## src/rtl/conv1d_ctrl_regs_if.sv

```systemverilog
// conv1d_ctrl_regs_if
//
// Single-beat host register bus for the conv1d control/status block.
// The host presents one request per cycle (no backpressure); the register
// unit answers exactly one cycle later with registered read data and an
// error flag.
//
// Signals:
//   req_valid_i  host request valid
//   req_write_i  1 = write, 0 = read
//   req_addr_i   byte address (ADDR_W bits)
//   req_wdata_i  write data (DATA_W bits)
//   rsp_valid_o  response valid, one cycle after the request
//   rsp_rdata_o  read data, 0 for writes and errored accesses
//   rsp_error_o  unmapped or unaligned access
//
// Modports:
//   master  host side (drives requests, receives responses)
//   slave   register unit side
interface conv1d_ctrl_regs_if #(
    parameter int ADDR_W = 8,
    parameter int DATA_W = 32
);
    logic              req_valid_i;
    logic              req_write_i;
    logic [ADDR_W-1:0] req_addr_i;
    logic [DATA_W-1:0] req_wdata_i;
    logic              rsp_valid_o;
    logic [DATA_W-1:0] rsp_rdata_o;
    logic              rsp_error_o;

    modport master (
        output req_valid_i, req_write_i, req_addr_i, req_wdata_i,
        input  rsp_valid_o, rsp_rdata_o, rsp_error_o
    );

    modport slave (
        input  req_valid_i, req_write_i, req_addr_i, req_wdata_i,
        output rsp_valid_o, rsp_rdata_o, rsp_error_o
    );
endinterface

```

## src/rtl/conv1d_ctrl_regs.sv

```systemverilog
// conv1d_ctrl_regs
//
// Multi-channel control/status register unit for the conv1d accelerator
// cluster. The host starts channels through CONTROL, watches running/done
// in STATUS, enables the level interrupt through IRQ_EN and sees rejected
// starts (start while already running) in ERR.
//
// Register map (byte addresses, bit c = channel c):
//   0x00        CONTROL  write-only, reads 0; write 1 to start a channel
//   0x04        STATUS   [NUM_CH-1:0] running (RO), [16+:NUM_CH] done (W1C)
//   0x08        IRQ_EN   RW
//   0x0C        ERR      sticky, W1C
//   0x10+4*c    CYCLES   RO per-channel cycle counter
//
// Optional feature: define CONV1D_CYCLE_CNT_EN to build the saturating
// per-channel cycle counters. Without it the CYCLES addresses stay mapped
// and read as 0.
//
// Ports:
//   clk_i       clock
//   rst_ni      synchronous active-low reset
//   bus         register bus (slave modport of conv1d_ctrl_regs_if)
//   start_o     per-channel one-cycle start pulse
//   acc_done_i  per-channel completion pulse from the accelerator
//   irq_o       registered level interrupt
module conv1d_ctrl_regs #(
    parameter int NUM_CH = 4,
    parameter int ADDR_W = 8,
    parameter int DATA_W = 32,
    parameter int CNT_W  = 32
) (
    input  logic                    clk_i,
    input  logic                    rst_ni,
    conv1d_ctrl_regs_if.slave       bus,
    output logic [NUM_CH-1:0]       start_o,
    input  logic [NUM_CH-1:0]       acc_done_i,
    output logic                    irq_o
);

    logic [NUM_CH-1:0] running;
    logic [NUM_CH-1:0] done;
    logic [NUM_CH-1:0] err;
    logic [NUM_CH-1:0] irq_en;

    logic [31:0]       addr_ext;
    logic              sel_control;
    logic              sel_status;
    logic              sel_irq_en;
    logic              sel_err;
    logic              sel_cycles;
    logic              mapped;
    logic              req_rd;
    logic              req_wr;
    logic [DATA_W-1:0] cycles_rd;

    logic [NUM_CH-1:0] start_req;
    logic [NUM_CH-1:0] start_fire;
    logic [NUM_CH-1:0] start_rej;
    logic [NUM_CH-1:0] done_evt;
    logic [NUM_CH-1:0] done_clr;
    logic [NUM_CH-1:0] err_clr;
    logic [NUM_CH-1:0] running_nxt;
    logic [NUM_CH-1:0] done_nxt;
    logic [NUM_CH-1:0] err_nxt;
    logic [DATA_W-1:0] rdata_nxt;

    // Only a handful of write-data bits land in registers; the rest are
    // deliberately ignored.
    logic              unused_wdata;
    assign unused_wdata = ^bus.req_wdata_i;

`ifdef CONV1D_CYCLE_CNT_EN
    logic [CNT_W-1:0]  cycles [NUM_CH];
`endif

    // Address decode. Comparing the full address against each register
    // offset also rejects unaligned addresses, since no register offset
    // has its low two bits set.
    always_comb begin
        addr_ext    = 32'(bus.req_addr_i);
        sel_control = (addr_ext == 32'h00);
        sel_status  = (addr_ext == 32'h04);
        sel_irq_en  = (addr_ext == 32'h08);
        sel_err     = (addr_ext == 32'h0C);
        sel_cycles  = 1'b0;
        cycles_rd   = '0;
        for (int c = 0; c < NUM_CH; c++) begin
            if (addr_ext == 32'(16 + 4 * c)) begin
                sel_cycles = 1'b1;
`ifdef CONV1D_CYCLE_CNT_EN
                cycles_rd[CNT_W-1:0] = cycles[c];
`endif
            end
        end
        mapped = sel_control | sel_status | sel_irq_en | sel_err | sel_cycles;
    end

    assign req_rd = bus.req_valid_i & ~bus.req_write_i & mapped;
    assign req_wr = bus.req_valid_i &  bus.req_write_i & mapped;

    // Channel state update. Starts and completions are judged against the
    // running flags as they stand this cycle, so a completion arriving in
    // the same cycle as a start request rejects that start. Sticky sets
    // are OR-ed in after the W1C clears so a set always wins.
    always_comb begin
        start_req = '0;
        done_clr  = '0;
        err_clr   = '0;
        if (req_wr && sel_control) start_req = bus.req_wdata_i[NUM_CH-1:0];
        if (req_wr && sel_status)  done_clr  = bus.req_wdata_i[16 +: NUM_CH];
        if (req_wr && sel_err)     err_clr   = bus.req_wdata_i[NUM_CH-1:0];

        start_fire  = start_req & ~running;
        start_rej   = start_req &  running;
        done_evt    = acc_done_i & running;

        running_nxt = (running & ~done_evt) | start_fire;
        done_nxt    = (done & ~done_clr & ~start_fire) | done_evt;
        err_nxt     = (err & ~err_clr) | start_rej;
    end

    // Read mux; returns state from before any same-cycle update.
    always_comb begin
        rdata_nxt = '0;
        if (req_rd) begin
            if (sel_status) begin
                rdata_nxt[NUM_CH-1:0]  = running;
                rdata_nxt[16 +: NUM_CH] = done;
            end else if (sel_irq_en) begin
                rdata_nxt[NUM_CH-1:0] = irq_en;
            end else if (sel_err) begin
                rdata_nxt[NUM_CH-1:0] = err;
            end else if (sel_cycles) begin
                rdata_nxt = cycles_rd;
            end
        end
    end

    // State, response and interrupt registers.
    always_ff @(posedge clk_i) begin
        if (!rst_ni) begin
            running         <= '0;
            done            <= '0;
            err             <= '0;
            irq_en          <= '0;
            start_o         <= '0;
            irq_o           <= 1'b0;
            bus.rsp_valid_o <= 1'b0;
            bus.rsp_rdata_o <= '0;
            bus.rsp_error_o <= 1'b0;
        end else begin
            running         <= running_nxt;
            done            <= done_nxt;
            err             <= err_nxt;
            if (req_wr && sel_irq_en) irq_en <= bus.req_wdata_i[NUM_CH-1:0];
            start_o         <= start_fire;
            irq_o           <= |(done & irq_en);
            bus.rsp_valid_o <= bus.req_valid_i;
            bus.rsp_rdata_o <= rdata_nxt;
            bus.rsp_error_o <= bus.req_valid_i & ~mapped;
        end
    end

`ifdef CONV1D_CYCLE_CNT_EN
    // Cycle counters: zeroed on the start pulse, count every cycle the
    // channel is running (including the cycle its completion is sampled),
    // saturate instead of wrapping, and hold after completion.
    always_ff @(posedge clk_i) begin
        for (int c = 0; c < NUM_CH; c++) begin
            if (!rst_ni) begin
                cycles[c] <= '0;
            end else if (start_fire[c]) begin
                cycles[c] <= '0;
            end else if (running[c] && (cycles[c] != '1)) begin
                cycles[c] <= cycles[c] + 1'b1;
            end
        end
    end
`endif

endmodule

```

## src/flat_wrapper.sv

```systemverilog
// flat-port wrapper written by rule: the top's interface ports become plain ports
module conv1d_ctrl_regs_flat 
#(
    parameter int NUM_CH = 4,
    parameter int ADDR_W = 8,
    parameter int DATA_W = 32,
    parameter int CNT_W  = 32
)
  (clk_i, rst_ni, start_o, acc_done_i, irq_o, bus_req_valid_i, bus_req_write_i, bus_req_addr_i, bus_req_wdata_i, bus_rsp_valid_o, bus_rsp_rdata_o, bus_rsp_error_o);
  conv1d_ctrl_regs_if #(.ADDR_W(ADDR_W), .DATA_W(DATA_W)) bus_i ();
  input  logic clk_i;
  input  logic rst_ni;
  output logic [NUM_CH-1:0] start_o;
  input  logic [NUM_CH-1:0] acc_done_i;
  output logic irq_o;
  input wire logic [$bits(bus_i.req_valid_i)-1:0] bus_req_valid_i;
  input wire logic [$bits(bus_i.req_write_i)-1:0] bus_req_write_i;
  input wire logic [$bits(bus_i.req_addr_i)-1:0] bus_req_addr_i;
  input wire logic [$bits(bus_i.req_wdata_i)-1:0] bus_req_wdata_i;
  output wire logic [$bits(bus_i.rsp_valid_o)-1:0] bus_rsp_valid_o;
  output wire logic [$bits(bus_i.rsp_rdata_o)-1:0] bus_rsp_rdata_o;
  output wire logic [$bits(bus_i.rsp_error_o)-1:0] bus_rsp_error_o;
  assign bus_i.req_valid_i = bus_req_valid_i;
  assign bus_i.req_write_i = bus_req_write_i;
  assign bus_i.req_addr_i = bus_req_addr_i;
  assign bus_i.req_wdata_i = bus_req_wdata_i;
  assign bus_rsp_valid_o = bus_i.rsp_valid_o;
  assign bus_rsp_rdata_o = bus_i.rsp_rdata_o;
  assign bus_rsp_error_o = bus_i.rsp_error_o;
  conv1d_ctrl_regs #(.NUM_CH(NUM_CH), .ADDR_W(ADDR_W), .DATA_W(DATA_W), .CNT_W(CNT_W)) u_core (.clk_i(clk_i), .rst_ni(rst_ni), .bus(bus_i), .start_o(start_o), .acc_done_i(acc_done_i), .irq_o(irq_o));
endmodule
```

## config.mk

```make
export PLATFORM = sky130hd
export DESIGN_NAME = conv1d_ctrl_regs_flat
export DESIGN_NICKNAME = d
export VERILOG_FILES = /design/src/rtl/conv1d_ctrl_regs_if.sv /design/src/rtl/conv1d_ctrl_regs.sv /design/src/flat_wrapper.sv
export SDC_FILE = /design/constraint.sdc
export NUM_CORES = 1
export LEC_CHECK = 0
export CORE_UTILIZATION = 37
export DETAILED_ROUTE_END_ITERATION = 7
export PLACE_DENSITY = 0.79
export SLEW_MARGIN = 20
export SYNTH_ARGS = -nofsm -noshare
export SYNTH_HDL_FRONTEND = slang
export SYNTH_SLANG_ARGS = --single-unit
```

## constraint.sdc

```tcl
create_clock -name clk_i -period 2.15 [get_ports clk_i]
set_clock_uncertainty 0.2 [all_clocks]
set_input_delay 0.215 -clock clk_i [delete_from_list [all_inputs] [get_ports clk_i]]
set_output_delay 0.215 -clock clk_i [all_outputs]
set_load 0.005 [all_outputs]
```

==> impl_results.md, run 1 <==
* Run status: completed
* Dpl cells at 260
* I/O Buffers at 38
* Final core occ at 53.46%
* Max-slew violations at 0
* Worst endpoint data arrival time at 1.96 ns
* Initial Util at 38.81%
* Simple-gate share of the synthesized area at 24.74%
* Worst Path Required at 2.13 ns
* Slowest-stage cell, CP: or4_4
* Total of max-cap violations at 0
* Drt first pass iters at 4
* Layout cell share with drive strength beyond 1 at 12.27%
* Max incr delay on CP at 0.57 ns
* Synth Register Bits at 31
* Dpl cell area at 1868 sq um
* Drt first-iter violations at 52
* Worst Hold Class: primary input to flip-flop
* Layout area overhead at 37.76%
* CTS sink cnt at 31
* Sequential area share after synthesis at 43.36%
* Post-synthesis cell type count at 31
* Buffer count from post-CTS setup fixing at 0
* Vias in the first global route at 1119
* CTS tree: done
* Post-synthesis adder-cell area fraction at 0%
* CP Class: primary input to flip-flop
* PwrDens at 608.2 nW/um^2
* Worst Setup End Kind: flip-flop
* Commonest non-fill, non-tap cells in the layout: 38 x clkdlybuf4s50_1, 31 x dfxtp_1, 24 x conb_1
* Final Wtd Congestion at 0.8941
* VDD IR max at 338.1 uV
* Number of remaining DRC errors at 0
* Most common cell after layout, fill and taps aside: clkdlybuf4s50_1
* Post-Synth XOR/XNOR Area at 0%
* Final Hold Viols at 0
* Via density at 4.668
* Syn Area/Cell at 8.728 sq um
* Layout net count at 267
* HPWL after detailed placement at 2244 microns
* Setup slack after placement at -0.1196 ns
* Width of the die at 64.20 microns
* Drt wl/cell at 11.35 microns
* Compound-gate portion of the synthesized area at 16.43%
* Cell family with most CP delay: simple AND/OR/NAND/NOR gates
* Total track usage at 16.59%
* Total number of yosys warnings at 0
* FP Rows at 22
* CTS Hold Bufs at 0
* Leakage Power at 0.8033 nW
* Critical path launch point type: primary input
* # diodes at 0
* Total gr overflow at 0
* Largest net degree at the start of global routing at 22
* Area of the mapped netlist at 1431 sq um
* Core Area at 3689 sq um
* Worst-path cell chain: clkdlybuf4s50_1 -> or4_4 -> nor4_4 -> a21boi_1 -> o21a_1
* RSZ-0062 raised after global routing: no
* Worst path bufs/invs at 1
* Clk_lat worst skew at 0.29 ns
* Resized Gates After CTS at 0
* Max Root-Sink Buffers at 2
* First-pass GRT wire length at 5023 microns
* Finished Cell Area at 1972 sq um
* Overall power at 1.199 mW
* Worst-path clk slew at 0.07 ns
* I/O Pins at 87
* Period Utilization, post-route at 92.09%
* Fmax at 0.5050 GHz
* Die H at 64.20 microns
* Endpoints failing setup at 0
* Post-Route WL at 3041 microns
* Minimum clock period after layout at 1.980 ns
* Mux cell area share after synthesis at 0%
* Post-synthesis cell count at 164
* Vias at 1251
* H-tree levels at 2
* Fin worst setup slack at 0.1700 ns
* Layout Cells excl Fill at 268
* CP Max Fanout at 4
* Die ar. at 4121 sq um
* Clock root cell: clkbuf_8
* Initial antenna violation count at 0
* Largest family of logic cells by synthesized area: simple AND/OR/NAND/NOR gates
* Routed Antenna Nets at 0
* Total CTS buffers at 5
## where the power goes
group          switching (mW)  leakage (nW)  internal, mW
logic                  0.0533         0.503        0.0580
registers            0.000503         0.250         0.576
clock network           0.221        0.0505         0.291
total                   0.274         0.803         0.925
## synth_stat cells, drive strengths merged
master	number	share of area, %
dfxtp	31	43
buf	24	13
nand2	20	5.2
nor2	15	4.1
and2	8	3.5
inv	8	2.1
o21ai	7	2.4
a21oi	4	1.4
a31oi	4	1.7
nand2b	4	1.7
nand3	4	1.4
nand4	4	1.7
o211ai	4	2.1
o22ai	4	1.7
o311a	4	2.8
a21o	3	1.6
nor4	3	2.8
a21boi	2	1.0
a22oi	2	1.0
clkbuf	2	0.52
and4bb	1	0.87
conb	1	0.26
nand3b	1	0.52
nor3	1	0.35
nor4b	1	1.7
o21a	1	0.52
or4	1	0.79
## final cells by class
cell class	instances	area, sq um
clock buffer	7	96.34
clock inverter	1	7.507
fill	355	1717
inverter	8	30.03
multi-input combinational	122	679.4
sequential	31	620.6
tap	48	60.06
timing repair buffer	51	478.0
## per-stage QoR
step	hold WS (ns)	TNS, ns
after detailed placement	0.2804	-0.3368
after global placement	0.2773	-0.2549
after floorplan	0.1171	0
after global routing	0.2692	0
final	0.2738	0
after CTS	0.2678	0
## worst register-to-register path: cells and delay by family, from the launching register on
kind	cells	cell delay (ns)
AND/OR/NAND/NOR	2	0.26
flip-flops	1	0.39
AO/OA/AOI/OAI	1	0.07
buffers and inverters	1	0.07
## logic make-up (layout without fill, tap and decap cells)
family,count (synthesis),after routing
AND/OR/NAND/NOR,63,63
flip-flops,31,31
other,1,24
buffers and inverters,34,67
AO/OA/AOI/OAI,35,35
## metal layers
metal / share of wire, % / wire length [microns] / track usage (%) / vias to the layer above
li1: - / - / - / 636
met1: 43 / 1316 / 18.89 / 561
met2: 48 / 1451 / 27.13 / 48
met3: 7.0 / 213 / 6.607 / 6
met4: 1.9 / 59 / 7.500 / 0
met5: 0 / 0 / 0 / -
## worst paths after layout
check	start	endpoint	slack, ns	depth (start not counted)
worst max register to register	u_core.running[0]	u_core.running[0]	1.05	4
worst max-delay path	bus_req_addr_i[5]	u_core.err[3]	0.17	5
worst min register to register	u_core.irq_en[0]	u_core.irq_en[0]	0.30	2
worst min-delay path	bus_req_wdata_i[16]	u_core.done[0]	0.27	2
## sequential cells by signal, indices dropped and copies added (netlist names)
name	count
u_core.irq_en	4
u_core.done	4
u_core.bus.rsp_error_o	1
u_core.start_o	4
u_core.running	4
u_core.err	4
u_core.bus.rsp_rdata_o	8
u_core.bus.rsp_valid_o	1
u_core.irq_o	1
Power figures use the tool's default switching activity.
==> run 2: changes to the inputs <==
--- a/config.mk
+++ b/config.mk
@@ -5,6 +5,7 @@
 export SDC_FILE = /design/constraint.sdc
 export NUM_CORES = 1
 export LEC_CHECK = 0
+export CAP_MARGIN = 10
 export CORE_UTILIZATION = 37
 export DETAILED_ROUTE_END_ITERATION = 7
 export PLACE_DENSITY = 0.79
==> results of run 2 <==
The final DEF is identical to that of run 1; final timing and power are the same.
